## src/rtl/pwm_bank.sv

```systemverilog
// pwm_bank: shared-phase 12-bit PWM engine with shadow registers applied at phase wrap.
// Define PWM_BANK_READBACK_EN to add a registered readback port; otherwise rd_data_o is 0.
module pwm_bank #(
    parameter int unsigned CHANNELS     = 4,
    parameter logic [7:0]  PRESCALE_RST = 8'd30
) (
    input  logic                clk_i,
    input  logic                rst_ni,
    input  logic                wr_en_i,
    input  logic [7:0]          wr_addr_i,
    input  logic [7:0]          wr_data_i,
    input  logic [7:0]          rd_addr_i,
    output logic [7:0]          rd_data_o,
    output logic                cycle_start_o,
    output logic [CHANNELS-1:0] pwm_o
);
    // Slot layout: bit 12 = FULL_ON / FULL_OFF flag, bits 11:0 = edge position.
    localparam logic [12:0] SLOT_RST_ON  = 13'h0000;
    localparam logic [12:0] SLOT_RST_OFF = 13'h1000;

    logic [7:0]          mode1_q, mode1_d;
    logic [7:0]          prescale_q, prescale_d;
    logic [7:0]          presc_q, presc_d;
    logic [11:0]         phase_q, phase_d;
    logic                cycle_start_q, cycle_start_d;
    logic [CHANNELS-1:0] pwm_q, pwm_d;
    logic [12:0]         sh_on_q   [CHANNELS];
    logic [12:0]         sh_on_d   [CHANNELS];
    logic [12:0]         sh_off_q  [CHANNELS];
    logic [12:0]         sh_off_d  [CHANNELS];
    logic [12:0]         act_on_q  [CHANNELS];
    logic [12:0]         act_on_d  [CHANNELS];
    logic [12:0]         act_off_q [CHANNELS];
    logic [12:0]         act_off_d [CHANNELS];
    logic                sleep;

    function automatic logic [7:0] chan_addr(input int n, input int k);
        return 8'(6 + 4 * n + k);
    endfunction

    assign sleep = mode1_q[4];

    always_comb begin
        mode1_d    = mode1_q;
        prescale_d = prescale_q;
        sh_on_d    = sh_on_q;
        sh_off_d   = sh_off_q;
        if (wr_en_i) begin
            if (wr_addr_i == 8'h00) mode1_d = wr_data_i;
            if (wr_addr_i == 8'hFE && sleep) prescale_d = wr_data_i;
            for (int n = 0; n < CHANNELS; n++) begin
                if (wr_addr_i == chan_addr(n, 0)) sh_on_d[n][7:0]   = wr_data_i;
                if (wr_addr_i == chan_addr(n, 1)) sh_on_d[n][12:8]  = wr_data_i[4:0];
                if (wr_addr_i == chan_addr(n, 2)) sh_off_d[n][7:0]  = wr_data_i;
                if (wr_addr_i == chan_addr(n, 3)) sh_off_d[n][12:8] = wr_data_i[4:0];
            end
        end
    end

    // Active copy takes the _d shadow so a write landing on the wrap tick is included.
    always_comb begin
        presc_d       = presc_q;
        phase_d       = phase_q;
        cycle_start_d = 1'b0;
        act_on_d      = act_on_q;
        act_off_d     = act_off_q;
        if (sleep) begin
            presc_d   = '0;
            phase_d   = '0;
            act_on_d  = sh_on_d;
            act_off_d = sh_off_d;
        end else if (presc_q == prescale_q) begin
            presc_d = '0;
            phase_d = phase_q + 12'd1;
            if (phase_q == 12'hFFF) begin
                cycle_start_d = 1'b1;
                act_on_d      = sh_on_d;
                act_off_d     = sh_off_d;
            end
        end else begin
            presc_d = presc_q + 8'd1;
        end
    end

    always_comb begin
        pwm_d = '0;
        for (int n = 0; n < CHANNELS; n++) begin
            if (sleep || act_off_q[n][12]) begin
                pwm_d[n] = 1'b0;
            end else if (act_on_q[n][12]) begin
                pwm_d[n] = 1'b1;
            end else if (act_on_q[n][11:0] < act_off_q[n][11:0]) begin
                pwm_d[n] = (phase_q >= act_on_q[n][11:0]) && (phase_q < act_off_q[n][11:0]);
            end else if (act_on_q[n][11:0] > act_off_q[n][11:0]) begin
                pwm_d[n] = (phase_q >= act_on_q[n][11:0]) || (phase_q < act_off_q[n][11:0]);
            end
        end
    end

    always_ff @(posedge clk_i) begin
        if (!rst_ni) begin
            mode1_q       <= 8'h10;
            prescale_q    <= PRESCALE_RST;
            presc_q       <= '0;
            phase_q       <= '0;
            cycle_start_q <= 1'b0;
            pwm_q         <= '0;
            for (int n = 0; n < CHANNELS; n++) begin
                sh_on_q[n]   <= SLOT_RST_ON;
                sh_off_q[n]  <= SLOT_RST_OFF;
                act_on_q[n]  <= SLOT_RST_ON;
                act_off_q[n] <= SLOT_RST_OFF;
            end
        end else begin
            mode1_q       <= mode1_d;
            prescale_q    <= prescale_d;
            presc_q       <= presc_d;
            phase_q       <= phase_d;
            cycle_start_q <= cycle_start_d;
            pwm_q         <= pwm_d;
            sh_on_q       <= sh_on_d;
            sh_off_q      <= sh_off_d;
            act_on_q      <= act_on_d;
            act_off_q     <= act_off_d;
        end
    end

    assign cycle_start_o = cycle_start_q;
    assign pwm_o         = pwm_q;

`ifdef PWM_BANK_READBACK_EN
    logic [7:0] rd_data_q, rd_data_d;

    always_comb begin
        rd_data_d = 8'h00;
        if (rd_addr_i == 8'h00) rd_data_d = mode1_q;
        if (rd_addr_i == 8'hFE) rd_data_d = prescale_q;
        for (int n = 0; n < CHANNELS; n++) begin
            if (rd_addr_i == chan_addr(n, 0)) rd_data_d = sh_on_q[n][7:0];
            if (rd_addr_i == chan_addr(n, 1)) rd_data_d = {3'b000, sh_on_q[n][12:8]};
            if (rd_addr_i == chan_addr(n, 2)) rd_data_d = sh_off_q[n][7:0];
            if (rd_addr_i == chan_addr(n, 3)) rd_data_d = {3'b000, sh_off_q[n][12:8]};
        end
    end

    always_ff @(posedge clk_i) begin
        if (!rst_ni) rd_data_q <= 8'h00;
        else         rd_data_q <= rd_data_d;
    end

    assign rd_data_o = rd_data_q;
`else
    // MODE1 store-only bits and rd_addr_i only matter when readback exists.
    logic unused_rd;
    assign unused_rd = ^{rd_addr_i, mode1_q[7:5], mode1_q[3:0]};
    assign rd_data_o = 8'h00;
`endif

endmodule

```

## config.mk

```make
export PLATFORM = sky130hd
export DESIGN_NAME = pwm_bank
export DESIGN_NICKNAME = d
export VERILOG_FILES = /design/src/rtl/pwm_bank.sv
export SDC_FILE = /design/constraint.sdc
export NUM_CORES = 1
export LEC_CHECK = 0
export CAP_MARGIN = 20
export CORE_MARGIN = 1.5
export CORE_UTILIZATION = 51
export DETAILED_ROUTE_END_ITERATION = 16
export PLACE_DENSITY = 0.65
export SLEW_MARGIN = 20
export SYNTH_ARGS = -nofsm -noshare
export SYNTH_HDL_FRONTEND = slang
export SYNTH_SLANG_ARGS = --single-unit
```

## constraint.sdc

```tcl
create_clock -name clk_i -period 2.4 [get_ports clk_i]
set_input_delay 0.36 -clock clk_i [delete_from_list [all_inputs] [get_ports clk_i]]
set_output_delay 0.36 -clock clk_i [all_outputs]
set_load 0.005 [all_outputs]
```

Word-level counts from Yosys, hierarchy flattened --
Index checks and enable logic that the tools add are counted.
Word-level totals: logic and storage cells 127, flip-flop bits (word level) 246, input port bits 27
Operators by class: bitwise gates (word level) 2, muxes and demuxes 37, reduce and logical (&&, ||, !) cells 26, add/sub/neg operators 2, $lt $le $gt $ge 16, equal/unequal tests 19
Operator list (number):
- $mux 52 | 8
- $lt 12x12->1 | 8
- $eq 8x4->1 const B | 8
- $mux 8 | 8
- $eq 8x5->1 const B | 6
- $ge 12x12->1 | 4
- $gt 12x12->1 | 4
- $mux 5 | 8
- $eq 8x3->1 const B | 2
- $mux 1 | 13
- $add 12x1->12 const B | 1
- $eq 12x12->1 const B | 1
- $reduce_or 2->1 | 5
- $add 8x1->8 const B | 1
- $eq 8x8->1 | 1
- $eq 8x8->1 const B | 1
- $logic_not 8->1 | 1
- $logic_or 1x1->1 | 8
- $reduce_and 2->1 | 3
- $reduce_or 3->1 | 2
- $logic_and 1x1->1 | 5
- $reduce_bool 2->1 | 2
- $not 1->1 | 2

Logic depth before layout (Yosys ltp) --
Gate-level depths: netlist of run 1.
depth in word-level cells 6, gate-level depth with buffers 9, gate-level depth less buffers 8

Least setup slack after synthesis of run 1 --
No wires, ideal clock.
path kind reg-to-reg, start register phase_q[7], end register pwm_q[0], in the netlist pwm_o[0], setup time 0.120 ns, cell stages (with the launch flop) 8, slack 0.262 ns, arrival time 2.018 ns, clock period less this slack 2.138 ns, required time 2.280 ns, cell sequence dfxtp_1 -> ha_1 -> and2_1 -> a221oi_1 -> o21ai_0 -> a221oi_1 -> a211oi_1 -> a211o_1
Between the ends: word-level cells in the longest chain between the ends 5, elaborated cells between the ends (all ways) 7, classes of those cells order compare: 2; mux: 3; reduce/logical: 2
Ends and longest elaborated chain:
- from (decl) | RTL line 24 | logic [11:0] phase_q, phase_d;
- from (signal assigned) | RTL line 118 | phase_q <= phase_d;
- $ge 12x12->1 or $lt 12x12->1 (tied branches) | RTL line 93, 95
- $logic_or 1x1->1 | RTL line 95 | pwm_d[n] = (phase_q >= act_on_q[n][11:0]) || (phase_q < act_off_q[n][11:0]);
- $mux 1 | RTL line 94 | end else if (act_on_q[n][11:0] > act_off_q[n][11:0]) begin
- $mux 1 * | RTL line 92 | end else if (act_on_q[n][11:0] < act_off_q[n][11:0]) begin
- $mux 1 * | RTL line 90 | end else if (act_on_q[n][12]) begin
- to (signal assigned) | RTL line 120 | pwm_q <= pwm_d;
- to (decl) | RTL line 26 | logic [CHANNELS-1:0] pwm_q, pwm_d;
Mark *: on every way between the ends. The rest lies on a longest branch, timed or not. A chain may end at the register's enable or synchronous reset.

Final worst setup path of run 1 --
start register act_on_q[46] in the netlist's numbering, end register pwm_q[0], in the netlist pwm_o[0]
Between the ends: word-level cells in the longest chain between the ends 5, elaborated cells between the ends (all ways) 8, classes of those cells order compare: 3; mux: 3; reduce/logical: 2
Ends and longest elaborated chain:
- from (decl) | RTL line 31 | logic [12:0] act_on_q [CHANNELS];
- from (signal assigned) | RTL line 123 | act_on_q <= act_on_d;
- $ge 12x12->1 | RTL line 93, 95
- $logic_or 1x1->1 | RTL line 95
- $mux 1 | RTL line 94
- $mux 1 * | RTL line 92
- $mux 1 * | RTL line 90
Marks and branches as above.

==> run metrics, run 1 <==
Worst Setup Start Kind register; DR vias 9604; vias per cell 5.297; Worst Hold Class in2reg; antenna-violating nets left 0; dpl cells 1765; DRC viols 0; CP max stage cell dfxtp_1; first-pass GRT wire length 47490 µm; area grow syn2layout 15.99%; Setup WS post-layout about 0.15 ns; Final Max Slew Viols 0; Ports 40; Least-Margin Pin Slew approximately 0.73 ns; initial antenna violation count 0; unrepaired setup endpoints after global routing false; pwr dens 582.1 mW/mm²; die area roughly 0.026 mm²; Site Rows 57; CTS tree built; Setup Skew roughly 0.017 ns; core area 0.02425 mm²; max incr delay on CP 0.40 ns; final hold violations 0; share of cells above drive strength 1 0.09201; register area share after synthesis 0.3857; initial cell density of the core 0.5180; Worst-Skew Late Latency 0.54 ns; largest net degree at the start of global routing 142; grt total ovfl 0; Design Power 8.480 mW; non-filler cells, final about 1.8k; nets ~1.6k; width of the die 159.9 µm; utilization after layout 0.6008; kind of critical path reg2reg; maxcap violations 0; outcome finished, final reports clean; Root Buffer clkbuf_16; gr usage total 0.2309; Iter 0 DRT Violations 626; crit-path cells inv_1, ha_1, and2_1, a221oi_1, o21ai_0, a221oi_2, a211oi_1, a211o_1; fmax 0.4439 GHz; cells after synthesis 1412; Req. time, crit path 2.81 ns; Final Wtd Congestion 0.8799; ANT cells 0; Routed Wire Length 29310 µm; Slew HR 0.5148; number of H-tree levels 1; final setup violation count 0; syn avg cell area between 8 and 9 µm²; number of port buffers 23; Clock transition at path regs 0.06 ns; Sink Count between 200 and 250; router iterations before antenna repair 5; Post-DP HPWL 20380 µm; critical path peak fanout 3; Crit. End Element register; leak pwr 6.700 nW; setup TNS 0 ns; Tmin final 2.253 ns; Unique masters post-synth a little over 50; period utilisation layout 0.9386; TritonCTS buffer count 26; worst slack, placed -0.1175 ns; Synth Warn # 0; wire per inst 16.16 µm; vias in the first global route 9164; crit path DAT around 2.7 ns; chip height 159.9 µm; Cell Area, Synth 0.01256 mm²; maximum clock path buffer count 3; VDD IR-drop max 0.5712 mV; number of synthesized register bits 242
## routing by layer
metal,global-route usage,vias up,part of all wire
met5,0,-,0
met2,0.3911,146,0.46
met4,0.05183,0,0.015
met3,0.02857,31,0.041
li1,-,4936,-
met1,0.3143,4491,0.48
## where the power goes
group | internal (mW) | total, mW | switching [mW]
clock network | 2.57 | 4.21 | 1.64
registers | 4.02 | 4.02 | 0.00242
logic | 0.0954 | 0.249 | 0.154
total | 6.68 | 8.48 | 1.80
## cell families after synthesis
logic type / synth area share
and+or+nand+nor: 0.1840
AOI/OAI and AO/OA: 0.1286
DFF: 0.3857
buffers and inverters: 0.05828
adders and majority gates: 0.1415
muxes: 0.08767
xor gates and xnor gates: 0.01395
other: 0.0002986
## state kept, by name, summed over array words and instances (netlist names)
| register | flops |
|---|---|
| act_off_q | 52 |
| act_on_q | 52 |
| sh_off_q | 52 |
| sh_on_q | 52 |
| phase_q | 12 |
| presc_q | 8 |
| prescale_q | 8 |
| pwm_o | 4 |
| cycle_start_o | 1 |
| mode1_q | 1 |
## worst max-delay path: cells and delay by family, from the launching register on
kind	cells	cell delay [ns]
AOI/OAI and AO/OA	5	1.21
DFF	1	0.40
adders and majority gates	1	0.28
and+or+nand+nor	1	0.17
buffers and inverters	1	0.06
## synth_stat cells, drive strengths merged
library cell,n,area (µm²)
dfxtp,242,4845
nand2,180,675.7
ha,142,1777
nor2b,111,694.4
mux2i,110,1101
inv,103,386.6
o21ai,83,415.4
nor2,78,292.8
a21o,52,390.4
clkbuf,52,195.2
a21oi,44,220.2
nand3,31,170.2
buf,26,150.1
nand4,23,143.9
o211a,18,180.2
xor2,17,148.9
a211oi,14,105.1
a2111oi,9,78.83
a31oi,9,56.30
a21boi,8,60.06
and2,7,43.80
and3,5,31.28
nor3,5,41.29
nor3b,5,37.54
or3,5,31.28
nand2b,4,25.02
nor4,4,52.55
or2,4,25.02
o22ai,3,18.77
xnor2,3,26.28
a211o,2,17.52
a221oi,2,17.52
and4,2,17.52
o31ai,2,28.78
a221o,1,10.01
and3b,1,8.760
conb,1,3.750
nor4bb,1,10.01
o2111ai,1,8.760
o211ai,1,7.510
or4b,1,10.01
## cell type report
type                    count  area, µm²
clock buffers              38      777.0
clock inverters            10      132.6
fillers                  2166       9681
inverters                 103      386.6
multi-input cells         996       7023
flip-flops and latches    242       4846
well taps                 324      405.4
repair buffers            100      997.2
## path summary, 6_finish.rpt
kind | from | cells past startpoint | slack [ns] | end
hold / removal | rst_ni | 3 | 0.34 | sh_off_q[38]$_SDFF_PN1_
setup reg to reg | act_on_q[46]$_SDFFE_PN0P_ | 8 | 0.15 | pwm_o[0]$_SDFF_PP0_
hold reg to reg | act_off_q[44]$_SDFFE_PN0P_ | 2 | 0.46 | act_off_q[44]$_SDFFE_PN0P_
setup / recovery | act_on_q[46]$_SDFFE_PN0P_ | 8 | 0.15 | pwm_o[0]$_SDFF_PP0_
## timing repair
item,CTS,global route
endpoints found under the setup margin,1,2
setup buffers,0,0
resized for setup,1,4
hold buffers,0,0
## through the flow
stage / hold slack [ns] / area, µm²
after floorplan: 0.4284 / 12590
after global placement: 0.4373 / 13640
after detailed placement: 0.4497 / 13640
after CTS: 0.3363 / 14550
after global routing: 0.3746 / 14570
final: 0.3437 / 14570
## cells in the final DEF (no fill, tap or decap), types with 6 or more instances in the layout
cell type | netlist | layout
a31oi_1 | 9 | 9
a21boi_0 | 8 | 8
mux2i_1 | 110 | 110
o21ai_0 | 74 | 74
buf_4 | 9 | 62
o211a_1 | 18 | 18
ha_1 | 142 | 142
nor2_1 | 78 | 78
a2111oi_0 | 9 | 7
conb_1 | 1 | 8
nand2_1 | 180 | 180
clkbuf_16 | 0 | 27
and2_1 | 6 | 6
xor2_1 | 17 | 17
a211oi_1 | 14 | 14
nand4_1 | 23 | 23
o21ai_1 | 9 | 9
a21oi_1 | 44 | 44
nor2b_1 | 111 | 111
a21o_1 | 52 | 52
clkdlybuf4s50_1 | 0 | 22
clkbuf_8 | 0 | 6
buf_12 | 0 | 15
dfxtp_1 | 242 | 241
inv_1 | 103 | 103
nand3_1 | 28 | 28
No activity file was read; power rests on OpenSTA's default activity.
==> run 2, diff against run 1 <==
- DONT_BUFFER_PORTS: not set -> 1
- PLACE_DENSITY: 0.65 -> 0.63
==> run metrics, run 2 (synthesized netlist as in run 1, its figures left out) <==
Least-Margin Pin Slew ~0.76 ns; initial cell density of the core 0.5180; Worst Hold Class in2reg; first-pass GRT wire length 50260 µm; DR vias between 9k and 10k; Hold Crit Endpoint sh_on_q[22]$_SDFF_PN0_; commonest cells after routing, fill and taps aside 241 x dfxtp_1, 180 x nand2_1, 142 x ha_1; Slew HR 0.4935; Post-DP HPWL 19930 µm; Routed Wire Length 31940 µm; commonest non-fill, non-tap cell in the layout dfxtp_1; period utilisation layout 0.9324; setup TNS 0 ns; fmax 0.4469 GHz; largest net degree at the start of global routing 88; VDD IR-drop max 0.5116 mV; core area about 0.024 mm²; die area 0.02558 mm²; R2R depth 8; pwr dens 594.1 mW/mm²; final hold violations 0; outcome finished, final reports clean; crit path DAT between 2 and 3 ns; TritonCTS buffer count 26; maxcap violations 0; Crit. End Element register; Site Rows 57; unrepaired setup endpoints after global routing false; Req. time, crit path 2.87 ns; kind of critical path reg2reg; area grow syn2layout 13.36%; Iter 0 DRT Violations 654; Clock transition at path regs approximately 0.06 ns; Final Max Slew Viols 0; Final Wtd Congestion 0.8834; CTS tree built; grt total ovfl 0; final setup violation count 0; non-filler cells, final around 1.8k; FF-to-FF Start presc_q[1]$_SDFF_PP0_; nets about 1.6k; Setup Skew between 0.015 and 0.02 ns; number of port buffers 0; Post-CTS Repair Setup Buffers 0; antenna-violating nets left 0; vias per cell 5.399; Root Buffer clkbuf_16; width of the die 159.9 µm; Worst-Skew Late Latency 0.54 ns; initial antenna violation count 0; Fill cells 2211; vias in the first global route 9303; DRC viols 0; maximum clock path buffer count 3; chip height 159.9 µm; reg-to-reg slack, setup 0.16 ns; number of H-tree levels 1; Ports 40; share of cells above drive strength 1 0.07369; Hold Path Depth 2; dpl cells approximately 1.7k; leak pwr 6.512 nW; critical path peak fanout 32; ANT cells 0; Worst Setup Start Kind register; Sink Count 242; gr usage total 0.2507; wire per inst 17.98 µm; router iterations before antenna repair 5; Tmin final 2.238 ns; hold path startpoint wr_data_i[1]; reg2reg end act_off_q[51]$_SDFFE_PN1P_
[run 2: cell count changes in the layout (fill, tap and decap cells not counted), moves of 2 or more]
cell and change:
clkinv_2 -2, clkdlybuf4s50_1 -22, dlygate4sd3_1 +14, buf_12 -5
buf_4 -23
[run 2: stage by stage]
stage                     setup slack [ns]  total power, mW    util  hold slack, ns  cell area, µm²
after floorplan                     0.2623            4.258       -          0.4284           12590
after global placement              0.1737            4.192  0.5410          0.4376           13120
after detailed placement           0.09685            4.193  0.5410          0.4408           13120
after CTS                          0.07647            8.532  0.5867        0.004511           14230
after global routing               0.01535            8.705  0.5872        0.008129           14240
final                               0.1622            8.458  0.5872         0.02079           14240
[run 2: where the power goes]
group / internal, mW / switching (mW) / leakage (nW)
sequential: 4.02 / 0.00234 / 1.95
clock: 2.63 / 1.63 / 0.444
combinational: 0.0733 / 0.101 / 4.12
[run 2: worst max path at each step]
stage	startpoint	end	slack (ns)	cells after the start
floorplan	phase_q[7]$_SDFFE_PP0P_	pwm_o[0]$_SDFF_PP0_	0.26	7
global placement	presc_q[1]$_SDFF_PP0_	act_off_q[51]$_SDFFE_PN1P_	0.17	8
detailed placement	phase_q[9]$_SDFFE_PP0P_	pwm_o[3]$_SDFF_PP0_	0.1	8
CTS	phase_q[9]$_SDFFE_PP0P_	pwm_o[3]$_SDFF_PP0_	0.08	8
global route	act_on_q[41]$_SDFFE_PN0P_	pwm_o[0]$_SDFF_PP0_	0.02	8
finish	presc_q[1]$_SDFF_PP0_	act_off_q[51]$_SDFFE_PN1P_	0.16	8
[run 2: repair_timing]
action / in CTS / in global routing
resized for setup: 0 / 6
endpoints found under the setup margin: 0 / 4
hold endpoints to repair: 87 / 0
hold buffers: 17 / 0
[run 2: area by class of cell]
| cell class | count | area, µm² | share of cell area |
|---|---|---|---|
| Inverter | 103 | 386.6 | 0.02716 |
| Tap cell | 324 | 405.4 | 0.02847 |
| Clock buffer | 38 | 767.0 | 0.05387 |
| Sequential cell | 242 | 4846 | 0.3404 |
| Clock inverter | 8 | 142.6 | 0.01002 |
| Timing Repair Buffer | 65 | 665.6 | 0.04675 |
| Multi-Input combinational cell | 996 | 7024 | 0.4934 |
[run 2: worst max-delay path, cell delays in order (launching register included)]
cell and delay [ns]:
dfxtp_1 0.35, xor2_1 0.17, nor4_2 0.46, nand3_2 0.20
o31ai_4 0.29, buf_4 0.18, buf_4 0.29, nor3b_1 0.09
a31oi_1 0.13
[run 2: layer usage]
layer	GRT usage	vias up	routed length [µm]
li1	-	4846	-
met2	0.4146	169	14450
met3	0.03870	60	1369
met5	0	-	0
met1	0.3314	4514	14890
met4	0.09091	0	1223
==> run 3, diff against run 2 <==
- CORE_UTILIZATION: 51 -> 25
- PLACE_DENSITY: 0.63 -> 0.35
==> run metrics, run 3 (synthesized netlist as in run 1, its figures left out) <==
non-filler cells, final 2161; Root Buffer clkbuf_16; Hold Path Depth 2; maximum clock path buffer count 3; Site Rows 81; post-route cell area 0.01505 mm²; gr usage total 0.1608; TritonCTS buffer count 30; router iterations before antenna repair 5; commonest non-fill, non-tap cell in the layout dfxtp_1; grt total ovfl 0; CP max stage cell a221oi_1; DR vias approximately 9.7k; utilization after layout 0.3055; Final Wtd Congestion 0.7871; DRC viols 0; Tmin final 2.254 ns; critical path peak fanout 3; Slew HR 0.2640; max incr delay on CP 0.41 ns; nets 1645; dpl cells 2060; kind of critical path reg2reg; Ports 40; number of H-tree levels 1; core area just under 0.05 mm²; FF-to-FF Start act_on_q[41]$_SDFFE_PN0P_; R2R depth 8; Hold Crit Endpoint sh_off_q[19]$_SDFF_PN0_; initial cell density of the core 0.2550; number of port buffers 0; largest net degree at the start of global routing 150; period utilisation layout 0.9391; maxcap violations 0; Worst-Skew Late Latency 0.57 ns; antenna-violating nets left 0; Final Max Slew Viols 0; chip height 227.1 µm; final setup violation count 0; Least-Margin Pin Slew 1.100 ns; Crit. End Element register; commonest cells after routing, fill and taps aside 238 x dfxtp_1, 180 x nand2_1, 142 x ha_1; VDD IR-drop max 0.5019 mV; reg2reg end pwm_o[0]$_SDFF_PP0_; Clock transition at path regs 0.06 ns; pwr dens between 500 and 600 mW/mm²; vias per cell 4.485; Routed Wire Length 40580 µm; Worst Setup Start Kind register; first-pass GRT wire length 61840 µm; reg-to-reg slack, setup about 0.15 ns; Post-DP HPWL between 20000 and 25000 µm; placed cell areas 0.01358 mm²; hold path startpoint wr_data_i[6]; Sink Count 242; leak pwr 6.724 nW; vias in the first global route 9752; unrepaired setup endpoints after global routing false; crit-path cells inv_1, ha_1, a211o_1, a31oi_1, o21ai_0, a221oi_1, a211oi_1, a211o_1; wire per inst about 19 µm; CP bufs+invs 1; fmax 0.4437 GHz; Crit path max-delay family compound AO/OA/AOI/OAI gates; most numerous cell on the critical path a211o_1; area grow syn2layout 19.82%; Setup Skew 0.01435 ns; width of the die roughly 230 µm; share of cells above drive strength 1 0.08216; outcome finished, final reports clean; initial antenna violation count 1; die area ~0.052 mm²; crit path DAT ~2.7 ns; Req. time, crit path 2.86 ns; Worst Hold Class in2reg; ANT cells 0; Fill cells 5260; CTS tree built; Iter 0 DRT Violations 372; final hold violations 0
==> run 3: cell count changes in the layout (fill, tap and decap cells not counted), sizes merged <==
cell / change
clkinv: +2
clkbuf: +10
buf: +8
dlygate4sd3: +29
bufinv: -4
==> run 3: worst max path at each step <==
| stage | endpoint | start | cells after the start |
|---|---|---|---|
| global placement | pwm_o[2]$_SDFF_PP0_ | phase_q[9]$_SDFFE_PP0P_ | 9 |
| CTS | pwm_o[2]$_SDFF_PP0_ | phase_q[5]$_SDFFE_PP0P_ | 8 |
| global route | pwm_o[0]$_SDFF_PP0_ | act_on_q[46]$_SDFFE_PN0P_ | 8 |
| floorplan | pwm_o[0]$_SDFF_PP0_ | phase_q[7]$_SDFFE_PP0P_ | 7 |
| detailed placement | pwm_o[1]$_SDFF_PP0_ | phase_q[9]$_SDFFE_PP0P_ | 7 |
| finish | pwm_o[0]$_SDFF_PP0_ | act_on_q[41]$_SDFFE_PN0P_ | 8 |
==> run 3: layout make-up <==
| cell class | count | area (µm²) | share of cell area |
|---|---|---|---|
| repair buffers | 103 | 1022 | 0.06792 |
| clock inverters | 6 | 32.53 | 0.002162 |
| flip-flops and latches | 242 | 4850 | 0.3222 |
| clock buffers | 47 | 895.9 | 0.05953 |
| well taps | 664 | 830.8 | 0.05520 |
| inverters | 103 | 386.6 | 0.02569 |
| multi-input cells | 996 | 7032 | 0.4672 |
==> run 3: power by group <==
part           leakage, nW  total, mW  switching [mW]  internal (mW)
Clock                0.457       4.33            1.80           2.53
Combinational         4.32      0.224           0.148         0.0765
Sequential            1.95       4.02         0.00248           4.02
==> run 3: what timing repair did <==
| item | 4_1_cts | 5_1_grt |
|---|---|---|
| cloned | 0 | 1 |
| hold endpoints to repair | 178 | 0 |
| pin swaps | 0 | 1 |
| setup buffers | 0 | 2 |
| endpoints found under the setup margin | 2 | 72 |
| hold buffers | 45 | 0 |
| gates resized for setup | 3 | 9 |
==> run 3: through the flow <==
step | power, mW | worst slack (ns) | hold WS, ns | TNS, ns
6_report | 8.580 | 0.1461 | 0.02962 | 0
5_1_grt | 8.921 | 0.01915 | 0.02313 | 0
4_1_cts | 8.766 | 0.01861 | 0.001092 | 0
3_5_place_dp | 4.196 | -0.09047 | 0.4428 | -0.1632
3_3_place_gp | 4.195 | -0.08195 | 0.4409 | -0.1185
2_1_floorplan | 4.258 | 0.2623 | 0.4284 | 0
==> run 3: per-layer routing <==
metal  track usage  share of wire  up-vias
met5             0              0        -
met4       0.03546          0.017        0
met3       0.01704          0.024       50
met2        0.2694           0.46      105
met1        0.2217           0.50     4596
li1              -              -     4941
